File: src/rtl/frame_decode.sv
// Modified Miller frame decoder: turns PCD X/Y/Z/ERROR sequences into a bit stream with SOC/EOC/error strobes.
// Optional build macro FRAME_DECODE_PARITY_EN strips and checks odd parity on every 9th bit.
module frame_decode #(
    parameter int MAX_FRAME_BITS = 2048
) (
    input  logic       clk,
    input  logic       rst_n,
    input  logic [1:0] seq,
    input  logic       seq_valid,
    input  logic       seq_idle,
    output logic       soc,
    output logic       eoc,
    output logic       error,
    output logic       data,
    output logic       data_valid,
`ifdef FRAME_DECODE_PARITY_EN
    output logic       parity_error,
`endif
    output logic       in_frame
);

    // Sequence encoding shared with sequence_decode.
    localparam logic [1:0] SEQ_X   = 2'd0;
    localparam logic [1:0] SEQ_Y   = 2'd1;
    localparam logic [1:0] SEQ_Z   = 2'd2;
    localparam logic [1:0] SEQ_ERR = 2'd3;

    localparam logic [1:0] ST_IDLE  = 2'd0;
    localparam logic [1:0] ST_FIRST = 2'd1;
    localparam logic [1:0] ST_DATA  = 2'd2;
    localparam logic [1:0] ST_WAIT  = 2'd3;

    localparam int             CW      = $clog2(MAX_FRAME_BITS + 1);
    localparam logic [CW-1:0]  MAX_CNT = CW'(MAX_FRAME_BITS);
    localparam logic [CW-1:0]  CNT_ONE = CW'(1);

    logic [1:0]    state_q, state_d;
    logic          pend_q, pend_d;
    logic [CW-1:0] cnt_q, cnt_d;
    logic          idle_q;
    logic          soc_q, soc_d;
    logic          eoc_q, eoc_d;
    logic          err_q, err_d;
    logic          data_q, data_d;
    logic          dv_q, dv_d;
    logic          in_frame_q, in_frame_d;
    logic          emit_s;
    logic          idle_rise_s;

`ifdef FRAME_DECODE_PARITY_EN
    logic [3:0]    pidx_q, pidx_d;
    logic          pacc_q, pacc_d;
    logic          perr_q, perr_d;

    // Odd parity: data bits XOR parity bit must be 1.
    function automatic logic parity_bad(input logic acc, input logic pbit);
        return ~(acc ^ pbit);
    endfunction
`endif

    assign idle_rise_s = seq_idle & ~idle_q;

    // Next-state and strobe decode.
    always_comb begin
        state_d    = state_q;
        pend_d     = pend_q;
        cnt_d      = cnt_q;
        soc_d      = 1'b0;
        eoc_d      = 1'b0;
        err_d      = 1'b0;
        data_d     = data_q;
        dv_d       = 1'b0;
        in_frame_d = in_frame_q;
        emit_s     = 1'b0;
`ifdef FRAME_DECODE_PARITY_EN
        pidx_d     = pidx_q;
        pacc_d     = pacc_q;
        perr_d     = 1'b0;
`endif
        case (state_q)
            ST_IDLE: begin
                if (seq_valid) begin
                    if (seq == SEQ_Z) begin
                        soc_d      = 1'b1;
                        in_frame_d = 1'b1;
                        cnt_d      = '0;
                        pend_d     = 1'b0;
                        state_d    = ST_FIRST;
`ifdef FRAME_DECODE_PARITY_EN
                        pidx_d     = 4'd0;
                        pacc_d     = 1'b0;
`endif
                    end else begin
                        err_d   = 1'b1;
                        state_d = ST_WAIT;
                    end
                end else begin
                    state_d = ST_IDLE;
                end
            end
            ST_FIRST: begin
                if (seq_valid) begin
                    case (seq)
                        SEQ_X: begin
                            pend_d  = 1'b1;
                            state_d = ST_DATA;
                        end
                        SEQ_Z: begin
                            pend_d  = 1'b0;
                            state_d = ST_DATA;
                        end
                        default: begin
                            err_d      = 1'b1;
                            in_frame_d = 1'b0;
                            state_d    = ST_WAIT;
                        end
                    endcase
                end else begin
                    state_d = ST_FIRST;
                end
            end
            ST_DATA: begin
                if (seq_valid) begin
                    case (seq)
                        SEQ_X: begin
                            emit_s = 1'b1;
                            pend_d = 1'b1;
                        end
                        SEQ_Z: begin
                            if (pend_q) begin
                                err_d      = 1'b1;
                                in_frame_d = 1'b0;
                                state_d    = ST_WAIT;
                            end else begin
                                emit_s = 1'b1;
                                pend_d = 1'b0;
                            end
                        end
                        SEQ_Y: begin
                            if (pend_q) begin
                                emit_s = 1'b1;
                                pend_d = 1'b0;
                            end else begin
                                // Trailing logic 0 belongs to EOC and is not data.
                                eoc_d      = 1'b1;
                                in_frame_d = 1'b0;
                                state_d    = ST_WAIT;
                            end
                        end
                        default: begin
                            err_d      = 1'b1;
                            in_frame_d = 1'b0;
                            state_d    = ST_WAIT;
                        end
                    endcase
                end else begin
                    state_d = ST_DATA;
                end
            end
            ST_WAIT: begin
                if (seq_idle) begin
                    state_d = ST_IDLE;
                end else begin
                    state_d = ST_WAIT;
                end
            end
            default: begin
                state_d = ST_IDLE;
            end
        endcase

        if (emit_s) begin
            if (cnt_q == MAX_CNT) begin
                err_d      = 1'b1;
                in_frame_d = 1'b0;
                state_d    = ST_WAIT;
            end else begin
                cnt_d = cnt_q + CNT_ONE;
`ifdef FRAME_DECODE_PARITY_EN
                if (pidx_q == 4'd8) begin
                    perr_d = parity_bad(pacc_q, pend_q);
                    pidx_d = 4'd0;
                    pacc_d = 1'b0;
                end else begin
                    dv_d   = 1'b1;
                    data_d = pend_q;
                    pidx_d = pidx_q + 4'd1;
                    pacc_d = pacc_q ^ pend_q;
                end
`else
                dv_d   = 1'b1;
                data_d = pend_q;
`endif
            end
        end else begin
            cnt_d = cnt_d;
        end

        // Idle without EOC aborts the frame; it outranks a bit emitted in the same tick.
        if (idle_rise_s && ((state_q == ST_FIRST) || (state_q == ST_DATA)) && !eoc_d && !err_d) begin
            err_d      = 1'b1;
            dv_d       = 1'b0;
            in_frame_d = 1'b0;
            pend_d     = 1'b0;
            state_d    = ST_IDLE;
`ifdef FRAME_DECODE_PARITY_EN
            perr_d     = 1'b0;
`endif
        end else begin
            state_d = state_d;
        end
    end

    // State and registered outputs.
    always_ff @(posedge clk or negedge rst_n) begin
        if (!rst_n) begin
            state_q    <= ST_IDLE;
            pend_q     <= 1'b0;
            cnt_q      <= '0;
            idle_q     <= 1'b0;
            soc_q      <= 1'b0;
            eoc_q      <= 1'b0;
            err_q      <= 1'b0;
            data_q     <= 1'b0;
            dv_q       <= 1'b0;
            in_frame_q <= 1'b0;
`ifdef FRAME_DECODE_PARITY_EN
            pidx_q     <= 4'd0;
            pacc_q     <= 1'b0;
            perr_q     <= 1'b0;
`endif
        end else begin
            state_q    <= state_d;
            pend_q     <= pend_d;
            cnt_q      <= cnt_d;
            idle_q     <= seq_idle;
            soc_q      <= soc_d;
            eoc_q      <= eoc_d;
            err_q      <= err_d;
            data_q     <= data_d;
            dv_q       <= dv_d;
            in_frame_q <= in_frame_d;
`ifdef FRAME_DECODE_PARITY_EN
            pidx_q     <= pidx_d;
            pacc_q     <= pacc_d;
            perr_q     <= perr_d;
`endif
        end
    end

    assign soc        = soc_q;
    assign eoc        = eoc_q;
    assign error      = err_q;
    assign data       = data_q;
    assign data_valid = dv_q;
    assign in_frame   = in_frame_q;
`ifdef FRAME_DECODE_PARITY_EN
    assign parity_error = perr_q;
`endif

endmodule
File: config.mk
export PLATFORM = sky130hd
export DESIGN_NAME = frame_decode
export DESIGN_NICKNAME = d
export VERILOG_FILES = /design/src/rtl/frame_decode.sv
export SDC_FILE = /design/constraint.sdc
export NUM_CORES = 1
export LEC_CHECK = 0
export BUFFER_PORTS_ARGS = -buffer_cell sky130_fd_sc_hd__buf_2
export CAP_MARGIN = 20
export CORE_ASPECT_RATIO = 0.9
export CORE_MARGIN = 3
export CORE_UTILIZATION = 58
export DETAILED_ROUTE_END_ITERATION = 8
export GPL_TIMING_DRIVEN = 0
export PLACE_DENSITY = 0.78
export SETUP_SLACK_MARGIN = 0.2
export SKIP_CTS_REPAIR_TIMING = 1
export SYNTH_ARGS = -nofsm -noshare
export SYNTH_HDL_FRONTEND = slang
export SYNTH_SLANG_ARGS = --single-unit
File: constraint.sdc
create_clock -name clk -period 2.54 [get_ports clk]
set_input_delay 0.508 -clock clk [delete_from_list [all_inputs] [get_ports clk]]
set_output_delay 0.508 -clock clk [all_outputs]
set_load 0.01 [all_outputs]
==> results of run 1 <==
[worst max-delay path, delay by kind of cell, from the launching register on]
family,cells,cell delay [ns]
flops,1,0.44
fa+ha+maj,1,0.18
buf+inv,2,0.45
simple gates,2,0.41
compound gates,2,0.68
[cell families after synthesis]
logic type	after synthesis	synth area share
and+or+nand+nor	60	0.254
AOI/OAI and AO/OA	39	0.198
DFF	22	0.412
buffers and inverters	12	0.0337
adders and majority gates	6	0.0562
xor gates and xnor gates	3	0.0197
muxes	3	0.0271
[path summary, 6_finish.rpt]
path	from	to	slack, ns	cells past startpoint
min in group clk	seq_idle	idle_q	0.30	1
worst max-delay path	state_q[0]	in_frame	0.33	7
max in group asynchronous	rst_n	cnt_q[5]	2.08	1
worst min-delay path	rst_n	error	0.11	1
worst min register to register	data	data	0.54	1
worst max register to register	state_q[0]	in_frame	0.33	7
[stage by stage]
stage	instance area (um2)	util
after floorplan	1340	-
after global placement	1420	0.695
after detailed placement	1420	0.695
after CTS	1480	0.721
after global routing	1480	0.724
final	1480	0.724
[per-layer routing]
layer / vias up / track usage / wire, um / part of all wire
met5: - / 0 / 0 / 0
met1: 579 / 0.311 / 1310 / 0.41
met2: 72 / 0.394 / 1510 / 0.48
met4: 0 / 0.107 / 82 / 0.026
met3: 8 / 0.0571 / 262 / 0.083
li1: 572 / - / - / -
[Yosys cell counts (all sizes together) (3+ instances only)]
cell type / number / area (um2)
dfrtp: 22 / 551
o21ai: 13 / 65.1
nand2: 12 / 45.0
nor2: 9 / 33.8
inv: 8 / 30.0
ha: 6 / 75.1
nand2b: 6 / 37.5
nand3: 6 / 30.0
a21oi: 4 / 20.0
clkbuf: 4 / 15.0
nand4: 4 / 25.0
o211ai: 4 / 30.0
or2: 3 / 18.8
or4: 3 / 26.3
[cell type report]
cell class	instances	area [um2]	share of cell area
buffer	4	15.0	0.0101
clock buffer	3	22.5	0.0152
clock inverter	1	30.0	0.0203
inverter	8	30.0	0.0203
multi-input combinational	111	747	0.504
sequential	22	551	0.372
tap	25	31.3	0.0211
timing repair buffer	11	55.1	0.0372
[registers in the layout, indices dropped and copies added (netlist names)]
signal      count
cnt_q          12
state_q         2
data            1
data_valid      1
eoc             1
error           1
idle_q          1
in_frame        1
pend_q          1
soc             1
[report_power, final]
part           internal (uW)  switching [uW]  total [uW]
Combinational            255             328         583
Clock                    160             116         276
Sequential               414            58.6         473
Total                    829             503        1330
==> qor.csv, run 1 <==
stage,metric,value,unit
layout,diode count,0,
layout,Non-Filler Instances,185,
timing,Worst-Margin Slew,0.488,ns
worst_setup_path,slowest CP cell,sky130_fd_sc_hd__dfrtp_1,
floorplanning,area of the die,0.00292,mm2
floorplanning,total number of placement rows,15,
layout,"most common cell after layout, fill and taps aside",sky130_fd_sc_hd__dfrtp_1,
power_and_ir_drop,static leakage,0.000693,uW
timing,part of the cycle the worst path needs,0.869,
synth,Yosys reg bits,22,
routing,"wirelength, routed",3.17,mm
synth,cell count after synthesis,145,
synth,yosys warns,0,
grt,Overflow after GRT,0,
routing,number of design rule violations left after detail routing,0,
grt,number of antenna violations at the first check in global routing,0,
routing,drt first pass iters,4,
routing,via count of the routed design,1231,
timing,final setup violation count,0,
clock_network,TritonCTS clock tree,yes,
routing,number of DRC markers after the initial detailed-route iteration,88,
timing,unrepaired setup endpoints after global routing,false,
floorplanning,initial standard-cell utilization of the core,0.653,
clock_network,root cell of the clock tree,sky130_fd_sc_hd__clkbuf_4,
synth,average footprint of a synthesized cell,9.22,um2
placement,placed insts,181,
layout,filler instances,150,
placement,final weighted congestion in routability-driven placement,0.898,
placement,number of port buffers,11,
worst_setup_path,data required time of the worst path,2.80,ns
clock_network,total clock buffers created by CTS,3,
run,number of max-cap violations,0,
synth,synthesized net count,157,
synth,sequential area share after synthesis,0.412,
placement,worst setup slack before clock tree synthesis,0.270,ns
power_and_ir_drop,power density over the cells,899,mW/mm2
layout,most frequent cells in the layout,"22 x sky130_fd_sc_hd__dfrtp_1, 13 x sky130_fd_sc_hd__o21ai_0, 12 x sky130_fd_sc_hd__nand2_1, 11 x sky130_fd_sc_hd__buf_2",
grt,wire length of the first global-routing pass,5.24,mm
floorplanning,Core Footprint,0.00205,mm2
timing,Final Hold Fails,0,
timing,Achievable Freq,453,MHz
power_and_ir_drop,worst IR drop on VDD,0.00112,V
layout,area growth from synthesis to final layout,10.9,%
grt,via count of the first global-routing pass,1107,
worst_setup_path,Critical Path End Type,register,
synth,netlist area before placement,0.00134,mm2
worst_setup_path,largest stage delay on the critical path,0.44,ns
grt,gr usage total,0.243,
timing,clock period minus worst slack,2.21,ns
timing,Worst Clk Skew,0.0130,ns
worst_setup_path,critical path data arrival time,2.47,ns
floorplanning,Top Ports,12,
clock_network,largest buffer count on any clock path,2,
clock_network,clock-pin slew on the worst setup and hold paths,0.13,ns
clock_network,clk sinks,22,
synth,number of enable flip-flop cells after synthesis,0,
layout,fraction of final layout cells with drive strength greater than 1,0.169,
worst_setup_path,element type at the critical path start,register,
grt,maximum number of pins on one net before global-route repair,23,
routing,average via count per standard cell,6.65,
synth,ys async rst share,1.00,
timing,Setup Total Neg Slack,0,ns
routing,wire length per cell after detailed routing,17.1,um
placement,Post-DP HPWL,2.23,mm
routing,remaining antenna violation count after routing,0,
layout,Final nets,173,
timing,"crit path setup slack, layout",0.334,ns
hold_path,path type of the worst min-delay path,primary input to asynchronous set/reset pin,
synth,ys flop type,sky130_fd_sc_hd__dfrtp_1,
floorplanning,Chip Height,51.5,um
worst_setup_path,critical path cell sequence,inv_1 > ha_1 > clkbuf_1 > nand2_1 > o221a_2 > o21ai_0 > and4b_1,
run_status,status,finished clean,
floorplanning,Die X-Extent,56.6,um
clock_network,clock latency at the later pin of the worst-skew pair,0.33,ns
worst_setup_path,critical path class,register to register,
synth,distinct cell type count after synthesis,44,
clock_network,CTS H-Tree Depth,1,
timing,max-slew violation count,0,
timing,worst-case headroom to the max-slew limit,0.675,
power_and_ir_drop,power consumption,1330,uW
worst_setup_path,critical path peak fanout,10,
timing,final hold slack,0.108,ns
No activity file was read; power rests on OpenSTA's default activity.
==> inputs of run 2 (changes only) <==
Settings changed: CORE_ASPECT_RATIO 0.9 to default.
==> run 2 against run 1 <==
  * Global-route usage fell by 1.3 points
  * Via count is 2.8% lower
  * Highest routed layer unchanged
  * Largest cell class unchanged
  * Count of clock-buffer cells in the layout is the same
==> qor.csv, run 2 (synthesized netlist as in run 1, its figures left out) <==
stage,metric,value,unit,change
timing,Final Hold Fails,0,,unchanged
clock_network,largest buffer count on any clock path,2,,unchanged
floorplanning,Chip Height,54,um,was 51.5 um
clock_network,total clock buffers created by CTS,3,,unchanged
worst_setup_path,Critical Path End Type,register,,unchanged
timing,part of the cycle the worst path needs,0.845,,was 0.869
routing,remaining antenna violation count after routing,0,,unchanged
worst_setup_path,critical path peak fanout,10,,unchanged
worst_setup_path,critical path class,register to register,,unchanged
timing,final setup violation count,0,,unchanged
layout,area used by multi-input combinational logic,747,um2,unchanged
run_status,status,finished clean,,unchanged
layout,filler instances,155,,was 150
timing,worst-case headroom to the max-slew limit,0.699,,was 0.675
routing,number of DRC markers after the initial detailed-route iteration,50,,was 88
layout,area growth from synthesis to final layout,11.0,%,was 10.9%
placement,Post-DP HPWL,2.10,mm,was 2.23 mm
layout,most frequent cells in the layout,"22 x sky130_fd_sc_hd__dfrtp_1, 13 x sky130_fd_sc_hd__o21ai_0, 12 x sky130_fd_sc_hd__nand2_1, 11 x sky130_fd_sc_hd__buf_2",,unchanged
grt,via count of the first global-routing pass,1127,,was 1107
layout,number of flip-flops in the largest register,12,,unchanged
timing,unrepaired setup endpoints after global routing,false,,unchanged
floorplanning,Core Footprint,0.00206,mm2,was 0.00205 mm2
timing,Setup Total Neg Slack,0,ns,unchanged
worst_setup_path,kind of cell adding the most delay to the critical path,simple AND/OR/NAND/NOR gates,,was compound AO/OA/AOI/OAI gates
worst_setup_path,element type at the critical path start,register,,unchanged
routing,average via count per standard cell,6.40,,was 6.65
clock_network,root cell of the clock tree,sky130_fd_sc_hd__clkbuf_4,,unchanged
placement,final weighted congestion in routability-driven placement,0.854,,was 0.898
routing,"wirelength, routed",2.92,mm,was 3.17 mm
power_and_ir_drop,power density over the cells,883,mW/mm2,was 899 mW/mm2
run,number of max-cap violations,0,,unchanged
timing,Worst-Margin Slew,0.439,ns,was 0.488 ns
timing,clock period minus worst slack,2.15,ns,was 2.21 ns
floorplanning,initial standard-cell utilization of the core,0.648,,was 0.653
layout,Final nets,173,,unchanged
grt,maximum number of pins on one net before global-route repair,23,,unchanged
grt,gr usage total,0.230,,was 0.243
layout,largest reg by FF count,cnt_q,,unchanged
grt,Overflow after GRT,0,,unchanged
placement,number of port buffers,11,,unchanged
clock_network,TritonCTS clock tree,yes,,unchanged
layout,Layout Utilization,0.720,,was 0.724
worst_setup_path,largest stage delay on the critical path,0.44,ns,about the same
timing,Worst Clk Skew,0.00309,ns,was 0.0130 ns
clock_network,clk sinks,22,,unchanged
grt,number of antenna violations at the first check in global routing,0,,unchanged
floorplanning,Die X-Extent,54,um,was 56.6 um
layout,diode count,0,,unchanged
layout,FF+latch area,551,um2,unchanged
worst_setup_path,slack of the worst reg-to-reg path,0.39,ns,was 0.33 ns
power_and_ir_drop,static leakage,0.000693,uW,unchanged
power_and_ir_drop,worst IR drop on VDD,0.000819,V,was 0.00112 V
worst_setup_path,critical path cell sequence,inv_1 > ha_1 > clkbuf_1 > nand2_1 > nor2_2 > nand2_1 > mux2_2,,was inv_1 > ha_1 > clkbuf_1 > nand2_1 > o221a_2 > o21ai_0 > and4b_1
worst_setup_path,capture point of the worst reg-to-reg path,data,,was in_frame
clock_network,clock-pin slew on the worst setup and hold paths,0.12,ns,was 0.13 ns
layout,fraction of final layout cells with drive strength greater than 1,0.169,,unchanged
routing,wire length per cell after detailed routing,15.6,um,was 17.1 um
worst_setup_path,worst reg-to-reg path cell count,7,,unchanged
layout,"most common cell after layout, fill and taps aside",sky130_fd_sc_hd__dfrtp_1,,unchanged
timing,Achievable Freq,466,MHz,was 453 MHz
worst_setup_path,Buf/Inv on CP,2,,unchanged
floorplanning,Top Ports,12,,unchanged
floorplanning,total number of placement rows,16,,was 15
clock_network,clock latency at the later pin of the worst-skew pair,0.31,ns,was 0.33 ns
worst_setup_path,critical path data arrival time,2.36,ns,was 2.47 ns
worst_setup_path,most frequent cell on the critical path,sky130_fd_sc_hd__nand2_1,,
grt,wire length of the first global-routing pass,4.94,mm,was 5.24 mm
floorplanning,area of the die,0.00292,mm2,about the same
layout,Non-Filler Instances,187,,was 185
layout,biggest registers after layout,"cnt_q: 12 flops, state_q: 2 flops",,unchanged
placement,placed insts,183,,was 181
routing,via count of the routed design,1196,,was 1231
worst_setup_path,data required time of the worst path,2.75,ns,was 2.80 ns
routing,number of design rule violations left after detail routing,0,,unchanged
routing,drt first pass iters,4,,unchanged
hold_path,path type of the worst min-delay path,primary input to asynchronous set/reset pin,,unchanged
worst_setup_path,instance count on the critical path,7,,unchanged
timing,max-slew violation count,0,,unchanged
worst_setup_path,critical register-to-register path startpoint,state_q[0],,unchanged
clock_network,CTS H-Tree Depth,1,,unchanged
worst_setup_path,slowest CP cell,sky130_fd_sc_hd__dfrtp_1,,unchanged
==> run 2: cell counts in the layout (fill, tap and decap cells not counted) <==
Identical to the previous run, type by type.
==> run 2: area by class of cell <==
cell class	count	share of cell area
Clock inverter	1	0.0202
Multi-Input combinational cell	111	0.503
Buffer	4	0.0101
Tap cell	27	0.0228
Clock buffer	3	0.0152
Timing Repair Buffer	11	0.0371
Inverter	8	0.0202
Sequential cell	22	0.371
==> run 2: metal layers <==
metal | track usage | wire (um) | up-vias
met5 | 0 | 0 | -
met4 | 0.0622 | 32 | 0
met3 | 0.0582 | 112 | 6
met2 | 0.375 | 1400 | 26
met1 | 0.302 | 1380 | 593
li1 | - | - | 571
==> run 2: power by group <==
| part | switching [uW] | internal [uW] |
|---|---|---|
| registers | 60.7 | 414 |
| logic | 315 | 255 |
| clock network | 106 | 160 |
==> run 2: worst max-delay path by stage <==
stage | start | end | slack [ns]
2_1_floorplan | state_q[0] | cnt_q[11] | 0.65
3_3_place_gp | seq_valid | cnt_q[11] | 0.37
3_5_place_dp | seq_valid | cnt_q[8] | 0.31
4_1_cts | state_q[0] | cnt_q[8] | 0.34
5_1_grt | state_q[0] | data | 0.27
6_report | state_q[0] | data | 0.39
==> run 2: through the flow <==
step | setup slack (ns) | area [um2] | total power [uW] | hold slack (ns)
after floorplan | 0.654 | 1340 | 891 | 0.212
after global placement | 0.369 | 1430 | 1010 | 0.483
after detailed placement | 0.314 | 1430 | 1040 | 0.499
after CTS | 0.343 | 1480 | 1310 | 0.154
after global routing | 0.268 | 1480 | 1410 | 0.140
final | 0.394 | 1480 | 1310 | 0.130
==> run 2: worst register-to-register path, delay by kind of cell, from the launching register on <==
family	cells	cell delay, ns
adders and majority gates	1	0.17
DFF	1	0.44
and+or+nand+nor	3	0.69
buffers and inverters	2	0.43
muxes	1	0.33
==> inputs of run 3 (changes only) <==
Settings changed: CORE_UTILIZATION 58 to 52, PLACE_DENSITY 0.78 to 0.74.
Clock period 2.54 ns to 1.7 ns, I/O delays scaled along.
==> run 3 against run 2 <==
  * The run now ends with negative setup slack left
  * Setup slack worse by 0.65 ns
  * Combinational power increased to 2.9 times the previous value
  * Non-clock buffer count increased by 21
  * Highest routed layer unchanged
  * Clock skew rose by 0.0099 ns
  * Core utilization rose by 12 points
  * Design area up 31%
  * Global-route usage decreased by 3.1 points
  * Register-to-register slack got worse by 0.65 ns
==> qor.csv, run 3 (synthesized netlist as in run 1, its figures left out) <==
stage,metric,value,unit,change
timing,max-slew violation count,0,,unchanged
grt,met2 Resource Use GR,0.309,,was 0.375
timing,final hold slack,0.145,ns,was 0.130 ns
layout,fraction of final layout cells with drive strength greater than 1,0.431,,was 0.169
clock_network,largest buffer count on any clock path,2,,unchanged
power_and_ir_drop,static leakage,0.000856,uW,was 0.000693 uW
routing,wire length per cell after detailed routing,20.8,um,was 15.6 um
hold_path,path type of the worst min-delay path,primary input to register,,was primary input to asynchronous set/reset pin
grt,maximum number of pins on one net before global-route repair,23,,unchanged
routing,via count of the routed design,1405,,was 1196
floorplanning,Die X-Extent,56.7,um,was 54 um
power_and_ir_drop,proportion of power drawn by combinational gates,0.612,,was 0.435
timing,unrepaired setup endpoints after global routing,true,,was false
worst_setup_path,critical register-to-register path startpoint,cnt_q[2],,was state_q[0]
power_and_ir_drop,power consumption,2670,uW,was 1310 uW
grt,GR met3 Demand/Resource,0.0529,,was 0.0582
clock_network,CTS H-Tree Depth,1,,unchanged
power_and_ir_drop,fraction of power consumed by the clock network,0.108,,was 0.203
power_and_ir_drop,power density over the cells,1380,mW/mm2,was 883 mW/mm2
clock_network,clk sinks,22,,unchanged
placement,number of port buffers,11,,unchanged
timing,part of the cycle the worst path needs,1.15,,was 0.845
layout,largest reg by FF count,cnt_q,,unchanged
timing,worst-case headroom to the max-slew limit,0.615,,was 0.699
timing,Final Hold Fails,0,,unchanged
timing,Setup Total Neg Slack,-1.16,ns,was 0 ns
worst_setup_path,critical path class,register to register,,unchanged
timing,Worst Clk Skew,0.0130,ns,was 0.00309 ns
floorplanning,Chip Height,56.7,um,was 54 um
power_and_ir_drop,internal power,1590,uW,was 829 uW
grt,number of antenna violations at the first check in global routing,0,,unchanged
worst_setup_path,critical path peak fanout,6,,was 10
power_and_ir_drop,worst IR drop on VDD,0.00151,V,was 0.000819 V
worst_setup_path,capture point of the worst reg-to-reg path,cnt_q[11],,was data
timing,Achievable Freq,511,MHz,was 466 MHz
hold_path,WHS Endpoint,idle_q,,
timing,"crit path setup slack, layout",-0.256,ns,was 0.394 ns
placement,final weighted congestion in routability-driven placement,0.920,,was 0.854
layout,area growth from synthesis to final layout,45.0,%,was 11.0%
worst_setup_path,data required time of the worst path,1.96,ns,was 2.75 ns
power_and_ir_drop,part of the power in registers,0.280,,was 0.362
clock_network,TritonCTS clock tree,yes,,unchanged
grt,via count of the first global-routing pass,1113,,was 1127
worst_setup_path,worst reg-to-reg path cell count,4,,was 7
clock_network,total clock buffers created by CTS,3,,unchanged
worst_setup_path,element type at the critical path start,register,,unchanged
grt,wire length of the first global-routing pass,5.07,mm,was 4.94 mm
layout,number of flip-flops in the largest register,12,,unchanged
hold_path,Worst Hold Path Cells,1,,
floorplanning,initial standard-cell utilization of the core,0.576,,was 0.648
worst_setup_path,launching instance or port of the critical path,cnt_q[2],,was state_q[0]
routing,average via count per standard cell,6.72,,was 6.40
clock_network,root cell of the clock tree,sky130_fd_sc_hd__clkbuf_4,,unchanged
worst_setup_path,critical path data arrival time,2.22,ns,was 2.36 ns
grt,layer carrying the most global-route usage,met2,,unchanged
hold_path,hold path startpoint,seq_idle,,
routing,remaining antenna violation count after routing,0,,unchanged
worst_setup_path,Critical Path End Type,register,,unchanged
routing,"wirelength, routed",4.34,mm,was 2.92 mm
run,number of max-cap violations,0,,unchanged
layout,Final nets,194,,was 173
routing,drt first pass iters,4,,unchanged
timing,final setup violation count,12,,was 0
grt,gr usage total,0.199,,was 0.230
layout,most frequent cells in the layout,"19 x sky130_fd_sc_hd__dfrtp_1, 11 x sky130_fd_sc_hd__buf_2, 11 x sky130_fd_sc_hd__buf_4, 9 x sky130_fd_sc_hd__nand2_1, 8 x sky130_fd_sc_hd__buf_6",,"was 22 x sky130_fd_sc_hd__dfrtp_1, 13 x sky130_fd_sc_hd__o21ai_0, 12 x sky130_fd_sc_hd__nand2_1, 11 x sky130_fd_sc_hd__buf_2"
power_and_ir_drop,switching power summed over all nets,1080,uW,was 481 uW
timing,Worst-Margin Slew,0.577,ns,was 0.439 ns
floorplanning,Core Footprint,0.00232,mm2,was 0.00206 mm2
clock_network,clock-pin slew on the worst setup and hold paths,0.12,ns,about the same
timing,clock period minus worst slack,1.96,ns,was 2.15 ns
routing,number of DRC markers after the initial detailed-route iteration,92,,was 50
run_status,status,"finished, violations left",,was finished clean
layout,"most common cell after layout, fill and taps aside",sky130_fd_sc_hd__dfrtp_1,,unchanged
layout,biggest registers after layout,"cnt_q: 12 flops, state_q: 2 flops",,unchanged
routing,number of design rule violations left after detail routing,0,,unchanged
grt,fraction of met1 tracks used by global routing,0.272,,was 0.302
worst_setup_path,slack of the worst reg-to-reg path,-0.26,ns,was 0.39 ns
clock_network,clock latency at the later pin of the worst-skew pair,0.33,ns,was 0.31 ns
layout,diode count,0,,unchanged
floorplanning,Top Ports,12,,unchanged
placement,Post-DP HPWL,2.17,mm,was 2.10 mm
power_and_ir_drop,fraction of power spent switching nets,0.404,,was 0.367
run_status,failing checks,negative setup slack,,
floorplanning,total number of placement rows,17,,was 16
floorplanning,area of the die,0.00321,mm2,was 0.00292 mm2
grt,Overflow after GRT,0,,unchanged
-- run 3: changes by cell type in the layout (fill, tap and decap cells not counted), sizes merged --
cell         delta
buf            +22
bufinv          -1
clkbuf          -1
dlygate4sd3     +1
-- run 3: how the worst max path moves through the flow --
stage                            to  slack [ns]
after detailed placement       data       -0.25
final                     cnt_q[11]       -0.26
after CTS                  cnt_q[7]       -0.28
after floorplan           cnt_q[11]       -0.07
after global routing      cnt_q[11]       -0.33
after global placement         data       -0.25
-- run 3: cell type report --
cell class,count,area (um2)
fillers,107,380
plain buffers,4,38.8
inverters,8,35.0
repair buffers,32,258
flip-flops and latches,22,554
well taps,28,35.0
clock buffers,4,36.3
multi-input cells,111,981
-- run 3: power groups by stage --
stage / Sequential (uW) / Combinational, uW / Clock (uW)
finish: 749 / 1640 / 287
CTS: 719 / 968 / 293
detailed placement: 731 / 966 / 0
floorplan: 723 / 741 / 0
global placement: 720 / 943 / 0
global route: 757 / 1730 / 319
-- run 3: through the flow --
step	worst slack [ns]	cell area, um2	utilization	cells
after floorplan	-0.0667	1410	-	145
after global placement	-0.250	1500	0.645	184
after detailed placement	-0.255	1500	0.645	184
after CTS	-0.283	1530	0.661	188
after global routing	-0.335	1940	0.836	209
final	-0.256	1940	0.836	209
-- run 3: metal layers --
metal / wire length [um] / part of all wire
met3: 402 / 0.093
met4: 119 / 0.027
met2: 2050 / 0.47
met5: 0 / 0
met1: 1770 / 0.41
-- run 3: critical path, cell delays in order (launching register included) --
cell and delay, ns:
sky130_fd_sc_hd__dfrtp_1 0.54, sky130_fd_sc_hd__nand3_1 0.33, sky130_fd_sc_hd__or4_4 0.59, sky130_fd_sc_hd__or3_1 0.36, sky130_fd_sc_hd__o21ai_1 0.09
